### config.mk
export PLATFORM = sky130hd
export DESIGN_NAME = pet_stat_engine
export DESIGN_NICKNAME = d
export VERILOG_FILES = /design/src/rtl/pet_stat_engine.sv
export SDC_FILE = /design/constraint.sdc
export NUM_CORES = 1
export LEC_CHECK = 0
export ABC_AREA = 1
export CORE_AREA = 4 4 101 103
export CTS_BUF_LIST = sky130_fd_sc_hd__clkbuf_4 sky130_fd_sc_hd__clkbuf_8
export DETAILED_ROUTE_END_ITERATION = 7
export DIE_AREA = 0 0 105 107
export SLEW_MARGIN = 15
export SYNTH_ARGS = -nofsm -noshare
export SYNTH_HDL_FRONTEND = slang
export SYNTH_SLANG_ARGS = --single-unit
### constraint.sdc
create_clock -name Clk -period 2.9 [get_ports Clk]
set_input_delay 0.58 -clock Clk [delete_from_list [all_inputs] [get_ports Clk]]
set_output_delay 0.58 -clock Clk [all_outputs]
set_load 0.02 [all_outputs]
### src/rtl/pet_stat_engine.sv
// Pet statistics engine: N_STATS saturating stats that decay once per DECAY_FRAMES
// video frames, keyboard actions that restore them, and a mood FSM for the sprite mapper.

module pet_stat_lane #(
  parameter int STAT_W   = 8,
  parameter int STAT_MAX = 100,
  parameter int BOOST    = 20
) (
  input  logic              Clk,
  input  logic              Reset,
  input  logic              decay_i,
  input  logic              act_i,
  output logic [STAT_W-1:0] stat_o
);
  localparam logic [STAT_W:0] MAX_W   = (STAT_W+1)'(STAT_MAX);
  localparam logic [STAT_W:0] BOOST_W = (STAT_W+1)'(BOOST);

  logic [STAT_W-1:0] stat_q, stat_d;
  logic [STAT_W:0]   inc, decayed;

  // Decay lands first so a coincident action subtracts from the decayed value.
  always_comb begin
    inc     = {1'b0, stat_q} + 1'b1;
    decayed = {1'b0, stat_q};
    if (decay_i) decayed = (inc > MAX_W) ? MAX_W : inc;
    stat_d = STAT_W'(decayed);
    if (act_i) stat_d = (decayed > BOOST_W) ? STAT_W'(decayed - BOOST_W) : '0;
  end

  always_ff @(posedge Clk) begin
    if (Reset) stat_q <= '0;
    else       stat_q <= stat_d;
  end

  assign stat_o = stat_q;
endmodule

module pet_stat_engine #(
  parameter int         N_STATS      = 3,
  parameter int         STAT_W       = 8,
  parameter int         STAT_MAX     = 100,
  parameter int         DECAY_FRAMES = 60,
  parameter int         BOOST        = 20,
  parameter logic [7:0] KEY_BASE     = 8'h1E,
  parameter int         ANIM_FRAMES  = 30,
  parameter int         DEATH_FRAMES = 300
) (
  input  logic                      Clk,
  input  logic                      Reset,
  input  logic                      frame_vs,
  input  logic [7:0]                keycode,
  output logic [N_STATS*STAT_W-1:0] stats,
  output logic [1:0]                sprite_sel,
  output logic                      eaten,
  output logic                      hurt,
  output logic                      frame_tick
);
  localparam int FC_W    = $clog2(DECAY_FRAMES + 1);
  localparam int ANIM_W  = $clog2(ANIM_FRAMES + 1);
  localparam int DEATH_W = $clog2(DEATH_FRAMES + 1);

  typedef enum logic [1:0] {S_IDLE, S_EATING, S_HURT, S_DEAD} state_e;

  state_e               state_q, state_d;
  logic                 vs_s1_q, vs_s2_q, vs_s3_q, tick_q;
  logic [FC_W-1:0]      frm_q, frm_d;
  logic [ANIM_W-1:0]    anim_q, anim_d;
  logic [DEATH_W-1:0]   death_q, death_d;
  logic [7:0]           key_prev_q;
  logic                 eaten_q;
  logic                 key_new, decay, act_any, hurt_w;
  logic [N_STATS-1:0]   act_vec;
  logic [N_STATS-1:0][STAT_W-1:0] stat_q;

  assign key_new = (keycode != key_prev_q);
  assign decay   = tick_q && (frm_q == FC_W'(DECAY_FRAMES - 1)) && (state_q != S_DEAD);
  assign act_any = |act_vec;

  for (genvar i = 0; i < N_STATS; i++) begin : g_lane
    assign act_vec[i] = key_new && (keycode == 8'(KEY_BASE + i)) && (state_q != S_DEAD);
    pet_stat_lane #(.STAT_W(STAT_W), .STAT_MAX(STAT_MAX), .BOOST(BOOST)) u_lane (
      .Clk(Clk), .Reset(Reset), .decay_i(decay), .act_i(act_vec[i]), .stat_o(stat_q[i])
    );
  end

  always_comb begin
    hurt_w = 1'b0;
    for (int i = 0; i < N_STATS; i++)
      if (stat_q[i] == STAT_W'(STAT_MAX)) hurt_w = 1'b1;
  end

  always_comb begin
    frm_d = frm_q;
    if (tick_q) frm_d = (frm_q == FC_W'(DECAY_FRAMES - 1)) ? '0 : frm_q + 1'b1;
  end

  always_comb begin
    state_d = state_q;
    anim_d  = anim_q;
    death_d = death_q;
    case (state_q)
      S_IDLE: begin
        if (act_any) begin
          state_d = S_EATING;
          anim_d  = '0;
        end else if (hurt_w) state_d = S_HURT;
      end
      S_EATING: begin
        if (act_any) anim_d = '0;
        else if (tick_q) begin
          if (anim_q == ANIM_W'(ANIM_FRAMES - 1)) begin
            state_d = hurt_w ? S_HURT : S_IDLE;
            anim_d  = '0;
          end else anim_d = anim_q + 1'b1;
        end
      end
      S_HURT: begin
        // Death progress only survives while we stay in HURT.
        if (act_any) begin
          state_d = S_EATING;
          anim_d  = '0;
          death_d = '0;
        end else if (!hurt_w) begin
          state_d = S_IDLE;
          death_d = '0;
        end else if (tick_q) begin
          if (death_q == DEATH_W'(DEATH_FRAMES - 1)) begin
            state_d = S_DEAD;
            death_d = '0;
          end else death_d = death_q + 1'b1;
        end
      end
      default: ;
    endcase
  end

  always_ff @(posedge Clk) begin
    if (Reset) begin
      vs_s1_q    <= 1'b0;
      vs_s2_q    <= 1'b0;
      vs_s3_q    <= 1'b0;
      tick_q     <= 1'b0;
      frm_q      <= '0;
      anim_q     <= '0;
      death_q    <= '0;
      key_prev_q <= '0;
      eaten_q    <= 1'b0;
      state_q    <= S_IDLE;
    end else begin
      vs_s1_q    <= frame_vs;
      vs_s2_q    <= vs_s1_q;
      vs_s3_q    <= vs_s2_q;
      tick_q     <= vs_s2_q && !vs_s3_q;
      frm_q      <= frm_d;
      anim_q     <= anim_d;
      death_q    <= death_d;
      key_prev_q <= keycode;
      eaten_q    <= act_any;
      state_q    <= state_d;
    end
  end

  assign stats      = stat_q;
  assign sprite_sel = state_q;
  assign eaten      = eaten_q;
  assign hurt       = hurt_w;
  assign frame_tick = tick_q;
endmodule
==> results by group <==
Die
  • Die area: 11200 sq um
  • Boundary Pins: 40
  • Core Region: 9200 sq um
  • Core Rows: 35
  • Die Span Y: 107 microns
  • Die X: 105 microns
  • Initial Utilization: 44.2%

Timing
  • Max-slew violations: 0
  • Final setup TNS: 0 ns
  • Fin. Hold Viols: 0
  • Final setup violation count: 0
  • Unrepaired setup endpoints after global routing: false
  • Tcrit/Tclk final: 92.1%
  • Relative slew slack: 68.5%
  • Final min period: 2.67 ns
  • Clock Skew: 0.0139 ns
  • Fmax: 374 MHz
  • Worst Tran Pin Value: 0.469 ns
  • Fin Hold WS: 0.406 ns

Synth
  • Mapped cell area: 4060 sq um
  • Dominant cells by area after synthesis: dfxtp_1 29%, nand2_1 15%, inv_1 9.1%
  • Post-synth top area share: 29.1%
  • Synth unique cells: 40
  • Mapped Nets: 673
  • Sequential share of the synthesized area: 29.1%
  • Synth warn: 0
  • Synth Instances: 645
  • Yosys top cell by area: dfxtp_1
  • Syn avg cell area: 6.30 sq um
  • Post-synthesis register bit count: 59

Power
  • Leakage: 2.07 nW
  • Power density over the cells: 442 nW/um^2
  • Peak supply drop: 385 uV
  • Total power: 2.12 mW

Critical path
  • Crit Path Category: reg2out
  • Crit. End Element: output pin
  • CP Launch Type: flop
  • Critical Path RT: 2.32 ns
  • Critical path fanouts, max: 7
  • CP Data Arrival Time: 2.09 ns

Placed design
  • PortBufs: 39
  • RePlAce Congestion: 0.848
  • HPWL Detailed: 7100 microns
  • Cell count after placement: 793

Global route
  • Largest net degree at the start of global routing: 21
  • First-pass GRT wire length: 16200 microns
  • Number of global-route vias before repair: 3538
  • Initial antenna violation count: 0
  • GRT Total Usage: 17.1%
  • GRT overflow: 0

Min path
  • Min-delay worst type: reg2reg

Cells and area
  • Final #Nets: 721
  • Synthesis-to-finish area growth: 18.2%
  • Non-Filler Instances: 809
  • Area of the multi-input gates: 2440 sq um
  • Layout cells sized above 1: 10.7%
  • # fillers: 974
  • Diode count: 0
  • Register area: 1180 sq um

Drt
  • Via count: 3930
  • Routed WL per cell: 11.4 microns
  • DRT Pass-1 Iters: 4
  • Antenna Nets Post-Route: 0
  • Max Used Layer: met4
  • DR DRC count: 0
  • Starting DRT DRC Count: 163
  • Routed length on met2: 4090 microns
  • Met3 wire len: 384 microns
  • WL final: 9260 microns
  • Vias per std cell: 4.86
  • Post-Route M1 WL: 4720 microns

Outcome
  • Status: finished, final reports clean

Clocking
  • CTS tree: yes
  • Max Buffers Root-to-Sink: 2
  • Post-CTS Setup Inserts: 0
  • Clk root buf: clkbuf_8
  • Hold Buf Count CTS: 0
  • TritonCTS buffer count: 9
  • Clk Latency, worst-skew pair: 0.34 ns
  • PostCTS Resize Cnt: 0
  • H-tree levels: 3
  • CTS Sinks: 59
  • Reg clk slew, reported paths: 0.08 ns

Job
  • Max Cap Viol: 0
==> cell usage after synthesis <==
cell type,count
buf_6,2
o21ai_1,2
dfxtp_1,59
nor2_4,2
buf_4,1
a21oi_1,19
or2_0,1
inv_1,98
nand3_1,57
xor2_1,7
nor3b_2,4
nand2_1,164
o21ai_0,15
buf_2,1
inv_2,5
clkinv_1,1
nor3_2,1
and3_1,3
nand2_4,1
xnor2_1,9
a211oi_1,1
nor3_1,14
nor2_2,8
nand2_2,22
nand4_1,12
nor4_2,1
o21bai_1,4
o211ai_1,1
clkinv_2,1
nor4_1,2
or2_2,1
a21oi_2,3
ha_1,17
nand3_2,2
a31o_2,1
nand4_4,1
nand3b_1,5
nor2_1,93
clkbuf_1,2
o21ai_2,2
==> where the power goes <==
| part | internal, mW | switching [mW] | total, mW |
|---|---|---|---|
| Clock | 0.491 | 0.371 | 0.862 |
| Combinational | 0.143 | 0.237 | 0.380 |
| Sequential | 0.846 | 0.0324 | 0.879 |
==> per-layer routing <==
layer | up-vias | track usage (%)
met3 | 7 | 3.37
li1 | 2119 | -
met2 | 59 | 27.1
met4 | 0 | 3.66
met5 | - | 0
met1 | 1745 | 23.9
==> state kept, by name, indices dropped and copies added, names as in the netlist <==
name                  flops
frame_tick                1
vs_s3_q                   1
g_lane.u_lane.stat_o     24
frm_q                     6
anim_q                    5
eaten                     1
vs_s1_q                   1
key_prev_q                8
vs_s2_q                   1
sprite_sel                2
death_q                   9
==> path summary, 6_finish.rpt <==
kind                                         start                               endpoint  slack, ns  depth (start not counted)
min                             vs_s1_q$_SDFF_PP0_                     vs_s2_q$_SDFF_PP0_       0.41                          2
min reg2reg                     vs_s1_q$_SDFF_PP0_                     vs_s2_q$_SDFF_PP0_       0.41                          2
max reg2reg             sprite_sel[0]$_SDFFE_PP0P_  g_lane[1].u_lane.stat_o[5]$_SDFF_PP0_       0.48                         10
max          g_lane[2].u_lane.stat_o[5]$_SDFF_PP0_                                   hurt       0.23                          5
==> final cells by class <==
cell class	count	area share [%]
flip-flops and latches	59	24.6
inverters	105	8.23
well taps	111	2.89
clock inverters	7	2.08
clock buffers	9	2.58
repair buffers	43	8.75
multi-input cells	475	50.9
==> cell families after synthesis <==
kind of cell,count (synthesis),synth area share [%]
buffers and inverters,111,10.8
flip-flops,59,29.1
AND/OR/NAND/NOR,394,44.6
adder cells (fa/ha/maj),17,5.24
XOR/XNOR,16,3.45
AO/OA/AOI/OAI,48,6.84
==> metrics by stage <==
stage	util (%)	area, sq um	worst slack (ns)
2_1_floorplan	-	4060	0.941
3_3_place_gp	49.8	4580	0.291
3_5_place_dp	49.8	4580	0.189
4_1_cts	52.2	4800	0.169
5_1_grt	52.2	4800	0.0217
6_report	52.2	4800	0.229
==> critical path, stage by stage, from the launching register on <==
cell and delay [ns]:
dfxtp_1 0.47, nand2_1 0.13, nor3_1 0.15, nand4_1 0.15, nand3_2 0.20, clkdlybuf4s50_1 0.65
==> cell usage in the layout, fill, tap and decap left out, types with 9 or more instances in the layout <==
master           instances
nor3_1                  14
dfxtp_1                 59
nor2_1                  93
o21ai_0                 15
clkdlybuf4s50_1         39
nand2_2                 22
a21oi_1                 19
nand3_1                 57
nand4_1                 12
clkbuf_8                 9
ha_1                    17
xnor2_1                  9
inv_1                   98
nand2_1                164
Note: power is estimated with default switching activity, not from simulation.
